### config.mk
export PLATFORM = sky130hd
export DESIGN_NAME = atb_tx_source
export DESIGN_NICKNAME = d
export VERILOG_FILES = /design/src/rtl/atb_pkg.sv /design/src/rtl/atb_tx_fifo.sv /design/src/rtl/atb_tx_source.sv
export SDC_FILE = /design/constraint.sdc
export NUM_CORES = 1
export LEC_CHECK = 0
export ABC_AREA = 0
export CAP_MARGIN = 20
export CORE_ASPECT_RATIO = 0.6
export CORE_MARGIN = 8
export CORE_UTILIZATION = 25
export DETAILED_ROUTE_END_ITERATION = 8
export HOLD_SLACK_MARGIN = 0.1
export PLACE_DENSITY = 0.41
export SLEW_MARGIN = 20
export SYNTH_ARGS = -nofsm -noshare
export SYNTH_HDL_FRONTEND = slang
export SYNTH_SLANG_ARGS = --single-unit
### constraint.sdc
create_clock -name atclk -period 6.6 [get_ports atclk]
set_input_delay 0.99 -clock atclk [delete_from_list [all_inputs] [get_ports atclk]]
set_output_delay 0.99 -clock atclk [all_outputs]
set_load 0.1 [all_outputs]
### src/rtl/atb_pkg.sv
// Shared types and constants for the ATB trace transmitter.
package atb_pkg;

  localparam int unsigned ATB_DATA_W = 32;
  localparam int unsigned ATB_ID_W   = 7;

  localparam logic [ATB_ID_W-1:0] ATB_ID_NULL    = 7'h00;
  localparam logic [ATB_ID_W-1:0] ATB_ID_RSVD_LO = 7'h70;
  localparam logic [ATB_ID_W-1:0] ATB_ID_RSVD_HI = 7'h7F;

  typedef struct packed {
    logic [ATB_DATA_W-1:0] data;
    logic [1:0]            bytes;
  } atb_beat_t;

  typedef enum logic [1:0] {
    RUN,
    DRAIN,
    ACK
  } flush_state_t;

  function automatic logic atb_id_reserved(input logic [ATB_ID_W-1:0] id);
    return (id == ATB_ID_NULL) || ((id >= ATB_ID_RSVD_LO) && (id <= ATB_ID_RSVD_HI));
  endfunction

endpackage

### src/rtl/atb_tx_fifo.sv
// Clock-enabled synchronous FIFO of ATB beats; pointers wrap modulo DEPTH.
module atb_tx_fifo
  import atb_pkg::*;
#(
  parameter int unsigned DEPTH = 4
) (
  input  logic                     clk_i,
  input  logic                     rst_ni,
  input  logic                     en_i,
  input  logic                     wr_i,
  input  atb_beat_t                wr_data_i,
  input  logic                     rd_i,
  output atb_beat_t                rd_data_o,
  output logic                     empty_o,
  output logic [$clog2(DEPTH):0]   count_o
);

  localparam int unsigned AW = $clog2(DEPTH);
  localparam int unsigned CW = AW + 1;

  atb_beat_t         mem_q [DEPTH];
  logic [AW-1:0]     wptr_q, wptr_d;
  logic [AW-1:0]     rptr_q, rptr_d;
  logic [CW-1:0]     cnt_q, cnt_d;
  logic              do_wr, do_rd;

  assign empty_o   = (cnt_q == '0);
  assign count_o   = cnt_q;
  assign rd_data_o = mem_q[rptr_q];
  assign do_wr     = wr_i && (cnt_q != CW'(DEPTH));
  assign do_rd     = rd_i && !empty_o;

  always_comb begin
    wptr_d = wptr_q;
    rptr_d = rptr_q;
    cnt_d  = cnt_q;
    if (do_wr) wptr_d = wptr_q + 1'b1;
    if (do_rd) rptr_d = rptr_q + 1'b1;
    case ({do_wr, do_rd})
      2'b10:   cnt_d = cnt_q + 1'b1;
      2'b01:   cnt_d = cnt_q - 1'b1;
      default: cnt_d = cnt_q;
    endcase
  end

  always_ff @(posedge clk_i or negedge rst_ni) begin
    if (!rst_ni) begin
      wptr_q <= '0;
      rptr_q <= '0;
      cnt_q  <= '0;
    end else if (en_i) begin
      wptr_q <= wptr_d;
      rptr_q <= rptr_d;
      cnt_q  <= cnt_d;
    end
  end

  always_ff @(posedge clk_i) begin
    if (en_i && do_wr) mem_q[wptr_q] <= wr_data_i;
  end

endmodule

### src/rtl/atb_tx_source.sv
// ATB trace transmitter: FIFO, registered output stage, flush FSM, sync pulse, wakeup.
// Optional stall counter port enabled by `define ATB_TX_STALL_CNT_EN.
module atb_tx_source
  import atb_pkg::*;
#(
  parameter int unsigned          DEPTH    = 4,
  parameter logic [ATB_ID_W-1:0]  ATID_VAL = 7'h10
) (
  input  logic                  atclk,
  input  logic                  atresetn,
  input  logic                  atclken,
  input  logic                  src_valid,
  output logic                  src_ready,
  input  logic [ATB_DATA_W-1:0] src_data,
  input  logic [1:0]            src_bytes,
  output logic                  src_sync,
  output logic [ATB_DATA_W-1:0] atdata,
  output logic [1:0]            atbytes,
  output logic [ATB_ID_W-1:0]   atid,
  output logic                  atvalid,
  input  logic                  atready,
  input  logic                  afvalid,
  output logic                  afready,
  input  logic                  syncreq,
  output logic                  atwakeup
`ifdef ATB_TX_STALL_CNT_EN
  ,
  output logic [15:0]           stall_cnt
`endif
);

  localparam int unsigned CW = $clog2(DEPTH) + 1;

  if (atb_id_reserved(ATID_VAL)) begin : g_bad_atid
    $error("atb_tx_source: ATID_VAL is a reserved trace ID");
  end
  if ((DEPTH < 2) || ((DEPTH & (DEPTH - 1)) != 0)) begin : g_bad_depth
    $error("atb_tx_source: DEPTH must be a power of two >= 2");
  end

  atb_beat_t     head, beat_q, beat_d, wr_beat;
  logic          vld_q, vld_d;
  logic          fifo_empty, fifo_wr, load;
  logic [CW-1:0] fifo_cnt, occ;
  flush_state_t  state_q, state_d;
  logic          sync_prev_q, src_sync_q;

  // Occupancy includes the output stage, so "full" means DEPTH words in flight.
  assign occ       = fifo_cnt + CW'(vld_q);
  assign src_ready = (occ != CW'(DEPTH)) && (state_q == RUN);
  assign fifo_wr   = src_valid && src_ready;
  assign load      = !vld_q || atready;
  assign wr_beat   = '{data: src_data, bytes: src_bytes};

  atb_tx_fifo #(.DEPTH(DEPTH)) u_fifo (
    .clk_i     (atclk),
    .rst_ni    (atresetn),
    .en_i      (atclken),
    .wr_i      (fifo_wr),
    .wr_data_i (wr_beat),
    .rd_i      (load),
    .rd_data_o (head),
    .empty_o   (fifo_empty),
    .count_o   (fifo_cnt)
  );

  always_comb begin
    beat_d = beat_q;
    vld_d  = vld_q;
    if (load) begin
      vld_d = !fifo_empty;
      if (!fifo_empty) beat_d = head;
    end
  end

  always_comb begin
    state_d = state_q;
    case (state_q)
      RUN:     if (afvalid) state_d = DRAIN;
      DRAIN:   if (fifo_empty && !vld_q) state_d = ACK;
      ACK:     state_d = RUN;
      default: state_d = RUN;
    endcase
  end

  always_ff @(posedge atclk or negedge atresetn) begin
    if (!atresetn) begin
      vld_q       <= 1'b0;
      beat_q      <= '0;
      state_q     <= RUN;
      sync_prev_q <= 1'b0;
      src_sync_q  <= 1'b0;
    end else if (atclken) begin
      vld_q       <= vld_d;
      beat_q      <= beat_d;
      state_q     <= state_d;
      sync_prev_q <= syncreq;
      src_sync_q  <= syncreq && !sync_prev_q;
    end
  end

  assign atvalid  = vld_q;
  assign atdata   = beat_q.data;
  assign atbytes  = beat_q.bytes;
  assign atid     = ATID_VAL;
  assign afready  = (state_q == ACK);
  assign src_sync = src_sync_q;
  assign atwakeup = vld_q || !fifo_empty || src_valid || (state_q != RUN);

`ifdef ATB_TX_STALL_CNT_EN
  logic [15:0] stall_q;

  always_ff @(posedge atclk or negedge atresetn) begin
    if (!atresetn) begin
      stall_q <= '0;
    end else if (atclken && vld_q && !atready && (stall_q != '1)) begin
      stall_q <= stall_q + 16'd1;
    end
  end

  assign stall_cnt = stall_q;
`endif

endmodule
After elaboration in Yosys (flattened, before gate mapping) --
Memory sizes are Yosys's and may differ from the RTL's. A register that Yosys moved wholly into a read port is not among the register bits. Index checks and enable logic that the tools add are counted. W data, S select, Z words.
Operators by class: add/sub/neg operators 5, eq/ne operators 8, muxes and demuxes 6, bitwise logic cells 1, reduce and logical (&&, ||, !) cells 25
Operator list (number):
- $reduce_and A2 Y1 | 4
- $logic_and A1 B1 Y1 | 7
- $ne A3 B3 Y1 const B | 2
- $pmux W3 S2 | 1
- $reduce_and A3 Y1 | 2
- $add A2 B1 Y2 const B | 2
- $eq A2 B1 Y1 const B | 2
- $eq A2 B2 Y1 const B | 2
- $logic_not A1 Y1 | 4
- $logic_or A1 B1 Y1 | 4
- $mux W2 | 2
- $ne A2 B2 Y1 const B | 2
- $pmux W2 S2 | 1
- $reduce_bool A2 Y1 | 2
- $add A3 B1 Y3 | 1
- $add A3 B1 Y3 const B | 1
- $logic_not A3 Y1 | 1
- $sub A3 B1 Y3 const B | 1
- $logic_not A2 Y1 | 1
- $mux W1 | 2
- $not A1 Y1 | 1
Word-level totals: flip-flop bits (word level) 12, memory bits (writable) 136, bits of input ports 41, output and inout port bits 46, memories kept 1
Memory list:
- u_fifo.mem_q | words 4, bits a word 34, rd ports 1, clocked after Yosys merged registers in 1, wr ports 1, RTL line atb_tx_fifo.sv:21 | atb_beat_t mem_q [DEPTH];

Longest topological paths before layout --
Gate-level depths: netlist of the first run.
depth in word-level cells 8, depth in mapped cells 11

Cells and area by module --
Synthesis of the first run repeated with hierarchy kept, for this count alone.
Unflattened totals: cell total of the unflattened synthesis 335, area total of the unflattened synthesis 7029.2 um2
Modules (own cells, without submodules):
- atb_tx_fifo | times used 1, cells an instance 220, area an instance 5393.9 um2, seq. area each 4259.1 um2
- atb_tx_source | times used 1, cells an instance 115, area an instance 1635.3 um2, seq. area each 975.9 um2

Worst setup path before layout of the first run --
OpenSTA, ideal clock, no wires.
path kind register -> register, from register vld_q, in the netlist atvalid, to register u_fifo.cnt_q[2], in the netlist u_fifo.count_o[2], arrival time 3.078 ns, required time 6.521 ns, path slack 3.442 ns, cell stages (with the launch flop) 11, path buffers 0, clock period less this slack 3.158 ns, path through dfrtp_1 -> ha_1 -> ha_1 -> o311a_4 -> nand3_1 -> ha_1 -> inv_1 -> fa_1 -> xor2_1 -> nor2_1 -> xor2_1
On the way: cells in the longest elaborated chain, start to end 8, elaborated cells on any way between the ends 13, those cells by class add/sub (1); eq/ne (3); mux (1); reduce/logical (8)
RTL lines:
- start: declaration | RTL line atb_tx_source.sv:42 | logic vld_q, vld_d;
- start signal: assignment | RTL line atb_tx_source.sv:94 | vld_q <= vld_d;
- $add A3 B1 Y3 * | RTL line atb_tx_source.sv:49 | assign occ = fifo_cnt + CW'(vld_q);
- $ne A3 B3 Y1 * | RTL line atb_tx_source.sv:50 | assign src_ready = (occ != CW'(DEPTH)) && (state_q == RUN);
- $logic_and A1 B1 Y1 * | RTL line atb_tx_source.sv:50
- net src_ready | RTL line atb_tx_source.sv:13 | output logic src_ready,
- $logic_and A1 B1 Y1 * | RTL line atb_tx_source.sv:51 | assign fifo_wr = src_valid && src_ready;
- $logic_and A1 B1 Y1 * | RTL line atb_tx_fifo.sv:30 | assign do_wr = wr_i && (cnt_q != CW'(DEPTH));
- $eq A2 B2 Y1 or $eq A2 B1 Y1 (tied branches) | RTL line atb_tx_fifo.sv:39 | case ({do_wr, do_rd})
- $reduce_bool A2 Y1 (no source line)
- $reduce_and A2 Y1 (no source line)
- end signal: assignment | RTL line atb_tx_fifo.sv:54 | cnt_q <= cnt_d;
- end: declaration | RTL line atb_tx_fifo.sv:24 | logic [CW-1:0] cnt_q, cnt_d;
The timed path passes the listed nets; every way through them passes the cells marked *. A chain may end at the register's enable or synchronous reset.

Worst setup path after layout of the first run --
from input src_valid, to output atwakeup
On the way: cells in the longest elaborated chain, start to end 2
RTL lines:
- start: declaration | RTL line atb_tx_source.sv:12 | input logic src_valid,
- $logic_or A1 B1 Y1 (2 in series) | RTL line atb_tx_source.sv:108 | assign atwakeup = vld_q || !fifo_empty || src_valid || (state_q != RUN);
- end: declaration | RTL line atb_tx_source.sv:25 | output logic atwakeup
Every way passes these cells.

==> results.tsv, run 1 <==
metric	value	unit
fin_worst_skew	10.9	ps
core_region_area	0.0274	mm²
leakagePower	2.96	nW
drtAntennaViolNets	0	
first_global_vias	3484	
cp_data_arrival_time	2900	ps
worst_slack_after_detailed_placement	2700	ps
antenna_violations_before_repair	0	
worstSetupEndpoint	atwakeup	
die_area	0.0335	mm²
postLayoutSetupSlackWorst	2710	ps
post-synth-top-area-cell	sky130_fd_sc_hd__edfxtp_1	
fin_crit_sh	58.9	%
worstSetupEndpointType	output port	
globalRoute.totalOverflow	0	
drt_wl_cell	18.6	µm
dpl.hpwl	8640	µm
netlist_area_before_placement	0.00693	mm²
hold_violations	0	
drc	0	
synth.top_cells.by_count	sky130_fd_sc_hd__edfxtp_1 (136), sky130_fd_sc_hd__dfrtp_1 (46), sky130_fd_sc_hd__mux2_2 (34), sky130_fd_sc_hd__mux4_2 (34), sky130_fd_sc_hd__inv_1 (10)	
number_of_max_slew_violations_in_the_final_report	0	
reg2regPathDepth	10	
vias_per_cell	4.14	
postCtsSetupBuffers	0	
post_synth_num_cell_types	30	
htreeDepth	4	
ioPinCount	87	
nNetsFinal	462	
post-synth-top-area-fraction	59.0	%
clockRootBuffer	sky130_fd_sc_hd__clkbuf_16	
post_route_cells_drive_above_1_share	26.8	%
wire_length_of_the_first_global_routing_pass	22600	µm
fillCellCount	2653	
worst_skew_pair.late_latency	430	ps
detailedRoute.firstIterationViolations	145	
most_repeated_cell_in_the_gate_level_netlist_after_synthesis	sky130_fd_sc_hd__edfxtp_1	
initial_utilization	25.3	%
layout.core_utilization	31.7	%
finalSetupViolCount	0	
max-clock-path-buffers	2	
detail_route.first_pass.iterations	4	
crit_path_max_fanout	3	
crit-reg2reg-launch	atvalid	
timing.reg2reg.setup_slack	4080	ps
max_clock_freq	0.257	GHz
synthesis.instances	328	
timing.slew.headroom	32.7	%
antenna_cells_inserted	0	
grt_setup_unrepaired	false	
cp_data_required_time	5610	ps
crit_start	src_valid	
syn_avg_cell_area	21.1	µm²
route.final.wire_length	14800	µm
worstMarginPinSlew	1010	ps
period_needed	3890	ps
cts_tree	yes	
synth_warn	0	
buffers_on_ports	79	
totalNegativeSetupSlack	0	ps
rows	47	
grt_util_all_layers	9.15	%
synth-seq-cells	182	
run_status	completed	
async_flop_share	25.3	%
worstSetupPathType	input port to output port	
drv.max_cap_violation_count	0	
hold_class	register to register	
place.gp.congestion	0.678	
dominantRegCellSynth	sky130_fd_sc_hd__edfxtp_1	
cts_hold_buffers	0	
cts.sink_count	182	
power_per_cell_area	501	mW/mm²
floorplan.die.width	231	µm
flow.area_growth_from_synthesis	25.6	%
die-height	145	µm
worstHoldPathCells	1	
cts_buffers	17	
number_of_enable_type_register_cells_in_the_synthesized_netlist	136	
netlist_top_cells_area	sky130_fd_sc_hd__edfxtp_1 (59%), sky130_fd_sc_hd__dfrtp_1 (17%), sky130_fd_sc_hd__mux4_2 (11%)	
maximum_number_of_pins_on_one_net_before_global_route_repair	47	
cts.reportedPaths.clkPinSlew	70	ps
vdd_drop_max	0.303	mV
vias	3285	
cts-resized-gates	0	
ys_seq_area_share	75.6	%
critical_path.startpoint_type	input port	
r2r-end	u_fifo.count_o[2]	
-- sequential cells by signal (all words and copies together), names as in the netlist --
name / flops
u_fifo.wptr_q: 2
atdata: 32
atvalid: 1
u_fifo.count_o: 3
sync_prev_q: 1
atbytes: 2
src_sync: 1
state_q: 2
u_fifo.mem_q: 136
u_fifo.rptr_q: 2
-- layer usage --
metal | part of all wire, % | global-route usage (%) | vias up | wire length [µm]
met3 | 4.5 | 3.12 | 13 | 661
met1 | 47 | 12.0 | 1762 | 6940
li1 | - | - | 1443 | -
met2 | 47 | 14.1 | 67 | 7020
met4 | 1.2 | 2.84 | 0 | 173
met5 | 0 | 0 | - | 0
-- critical path, cell delays in order --
cell and delay [ps]:
sky130_fd_sc_hd__clkdlybuf4s50_1 440, sky130_fd_sc_hd__or4_1 470, sky130_fd_sc_hd__clkdlybuf4s50_1 990
-- through the flow --
step	hold slack, ps	power (W)	area (µm²)	std cells
2_1_floorplan	423	0.00293	6940	333
3_3_place_gp	434	0.00336	8080	761
3_5_place_dp	451	0.00338	8080	761
4_1_cts	453	0.00444	8690	793
5_1_grt	460	0.00456	8700	793
6_report	451	0.00436	8700	793
-- worst min path at each step --
stage	from	end	slack, ps
2_1_floorplan	sync_prev_q	src_sync	420
3_3_place_gp	sync_prev_q	src_sync	430
3_5_place_dp	sync_prev_q	src_sync	450
4_1_cts	sync_prev_q	src_sync	450
5_1_grt	sync_prev_q	src_sync	460
6_report	sync_prev_q	src_sync	450
-- cells in the final DEF, fill, tap and decap left out, drive strengths merged, types with 5 or more instances in the layout --
cell type        n
conb             7
nand2            6
inv             12
xnor2            5
dfrtp           46
edfxtp         136
clkinv           6
mux2            35
clkdlybuf4s50   78
ha               7
clkbuf          17
mux4            34
-- layout make-up --
| class | count | area, µm² | area share (%) |
|---|---|---|---|
| Timing Repair Buffer | 81 | 801 | 9.21 |
| Inverter | 10 | 37.5 | 0.432 |
| Clock buffer | 17 | 425 | 4.89 |
| Multi-Input combinational cell | 121 | 1560 | 17.9 |
| Sequential cell | 182 | 5240 | 60.2 |
| Clock inverter | 15 | 179 | 2.06 |
| Tap cell | 367 | 459 | 5.28 |
-- report_power, final --
part	switching [W]	internal (W)	total (W)	leakage, nW
registers	0.000167	0.00140	0.00156	1.76
logic	0.00118	0.000574	0.00175	0.909
clock network	0.000445	0.000598	0.00104	0.286
-- cell families (layout without fill, tap and decap cells) --
logic type / Yosys count / in the layout / synth area share, %
AO/OA/AOI/OAI: 8 / 8 / 0.921
XOR/XNOR: 7 / 7 / 0.885
adder cells (fa/ha/maj): 8 / 8 / 1.55
buffers and inverters: 30 / 123 / 2.33
flip-flops: 182 / 182 / 75.6
multiplexers: 69 / 69 / 16.8
other: 2 / 7 / 0.108
AND/OR/NAND/NOR: 22 / 22 / 1.81
Power figures use the tool's default switching activity.
==> run 2, diff against run 1 <==
==> constraint.sdc (replaced) <==
create_clock -name atclk -period 3.89 [get_ports atclk]
set_input_delay 0.5835 -clock atclk [delete_from_list [all_inputs] [get_ports atclk]]
set_output_delay 0.5835 -clock atclk [all_outputs]
set_load 0.1 [all_outputs]
==> run 2 against run 1 <==
Net effect: sequential share of layout area fell by 0.33 points; die area did not move; hold slack worse by 230 ps; via count down 1.8%; register-to-register slack lost 3000 ps; count of clock-buffer cells in the layout up 5; non-clock buffer count increased by 6; flip-flop and latch count is the same; sequential power grew 72%; largest cell class unchanged; largest power group unchanged.
==> results.tsv, run 2 (synthesis results as in run 1) <==
metric	value	unit	change
number_of_max_slew_violations_in_the_final_report	0		unchanged
fin_worst_skew	8.05	ps	-2.87 ps
maximum_number_of_pins_on_one_net_before_global_route_repair	37		-21%
buffers_on_ports	79		unchanged
dpl.hpwl	9500	µm	+10%
crit_path_max_fanout	21		+18
hold_class	input port to async pin		
multi_input_comb_area	0.00155	mm²	-0.64%
cts_buffers	17		unchanged
critPathBufInv	1		-1
max_flop_register	u_fifo.mem_q		
postCtsSetupBuffers	0		unchanged
critical_path.startpoint_type	register		
vias	3225		-1.8%
worstMarginPinSlew	1040	ps	+36.9 ps
timing.reg2reg.setup_slack	1080	ps	-3000 ps
power_per_cell_area	846	mW/mm²	+69%
leakagePower	2.99	nW	+1.1%
globalRoute.totalOverflow	0		unchanged
drc	0		unchanged
slowest_delay	570	ps	-420 ps
cp_data_required_time	4000	ps	-1610 ps
flow.area_growth_from_synthesis	26.3	%	
worstSetupEndpoint	u_fifo.mem_q[3][26]		
fillCellCount	2661		+0.30%
critical_path_cell_sequence	ha_1, ha_1, xnor2_1, o311a_4, and4_4, and2_2, buf_4		
floorplan.die.width	231	µm	unchanged
crit-reg2reg-launch	atvalid		
drv.max_cap_violation_count	0		unchanged
nNetsFinal	468		+1.3%
initial_utilization	25.3	%	unchanged
max_clock_freq	0.356	GHz	
path_depth	7		+4
cts.reportedPaths.clkPinSlew	70	ps	about the same
drtAntennaViolNets	0		unchanged
rows	47		unchanged
totalNegativeSetupSlack	0	ps	unchanged
htreeDepth	4		unchanged
reg2regPathDepth	7		-3
worstSetupEndpointType	register		
run_status	completed		
hold_violations	0		unchanged
wire_length_of_the_first_global_routing_pass	22600	µm	+0.24%
vias_per_cell	4.04		-2.6%
timing.slew.headroom	30.4	%	-2.2 points
layout_commonest_cell	sky130_fd_sc_hd__edfxtp_1		
route.final.wire_length	15000	µm	+1.6%
first_global_vias	3519		+1.0%
post_route_cells_drive_above_1_share	27.8	%	+1.0 points
cts_tree	yes		
clockRootBuffer	sky130_fd_sc_hd__clkbuf_16		
worstSetupPathType	register to register		
max-clock-path-buffers	2		unchanged
antenna_cells_inserted	0		unchanged
die-height	145	µm	unchanged
drt_wl_cell	18.8	µm	+0.84%
r2r-end	u_fifo.mem_q[3][26]		
detailedRoute.firstIterationViolations	125		-14%
most-common-layout-cells	sky130_fd_sc_hd__edfxtp_1 (136), sky130_fd_sc_hd__clkdlybuf4s50_1 (76), sky130_fd_sc_hd__dfrtp_1 (44)		
ioPinCount	87		unchanged
detail_route.first_pass.iterations	4		unchanged
crit_start	atvalid		
worst_skew_pair.late_latency	430	ps	about the same
cts.sink_count	182		unchanged
core_region_area	0.0274	mm²	unchanged
antenna_violations_before_repair	1		+1
grt_util_all_layers	9.26	%	+0.11 points
timing.critical_path.slowest_stage_cell	sky130_fd_sc_hd__and2_2		
cts-resized-gates	0		unchanged
die_area	0.0335	mm²	unchanged
area.sequential	0.00524	mm²	unchanged
vdd_drop_max	0.408	mV	+34%
hold_ws	222	ps	-229 ps
place.gp.congestion	0.667		-1.7%
grt_setup_unrepaired	false		
cp_data_arrival_time	2920	ps	+20 ps
path_common_cell	sky130_fd_sc_hd__ha_1		
fin_crit_sh	72.2	%	
cts_hold_buffers	0		unchanged
period_needed	2810	ps	
finalSetupViolCount	0		unchanged
largest_register_ffs	136		unchanged
path_delay_family	simple AND/OR/NAND/NOR gates		
run 2: metal layers:
metal / vias to the layer above / routed length, µm / global-route usage, %
met5: - / 13 / 0
met4: 2 / 193 / 2.84
met3: 19 / 708 / 3.56
met2: 71 / 6910 / 14.0
met1: 1683 / 7200 / 12.2
li1: 1450 / - / -
run 2: how the worst min path moves through the flow:
| stage | from | to | slack (ps) | depth (start not counted) |
|---|---|---|---|---|
| after floorplan | atresetn | atbytes[0] | 290 | 0 |
| after global placement | sync_prev_q | src_sync | 450 | 1 |
| after detailed placement | sync_prev_q | src_sync | 460 | 1 |
| after CTS | atresetn | atdata[17] | 240 | 1 |
| after global routing | atresetn | atdata[17] | 290 | 1 |
| final | atresetn | atdata[17] | 220 | 1 |
run 2: final cells by class:
class | count | area share (%)
clock inverters | 10 | 1.40
inverters | 10 | 0.429
flip-flops and latches | 182 | 59.9
well taps | 367 | 5.25
clock buffers | 22 | 5.42
repair buffers | 87 | 9.90
multi-input cells | 121 | 17.7
run 2: report_power, final:
group / switching, W / internal, W / total (W)
clock: 0.000718 / 0.00100 / 0.00172
sequential: 0.000313 / 0.00237 / 0.00268
combinational: 0.00199 / 0.00100 / 0.00299
total: 0.00302 / 0.00437 / 0.00740
run 2: per-stage QoR:
step	setup slack [ps]	power, W	instances	utilization, %	area [µm²]
finish	1080	0.00740	799	31.9	8740
global route	893	0.00773	799	31.9	8740
CTS	971	0.00753	798	31.8	8720
detailed placement	873	0.00578	766	29.7	8130
global placement	943	0.00575	766	29.7	8130
floorplan	732	0.00496	333	-	6940
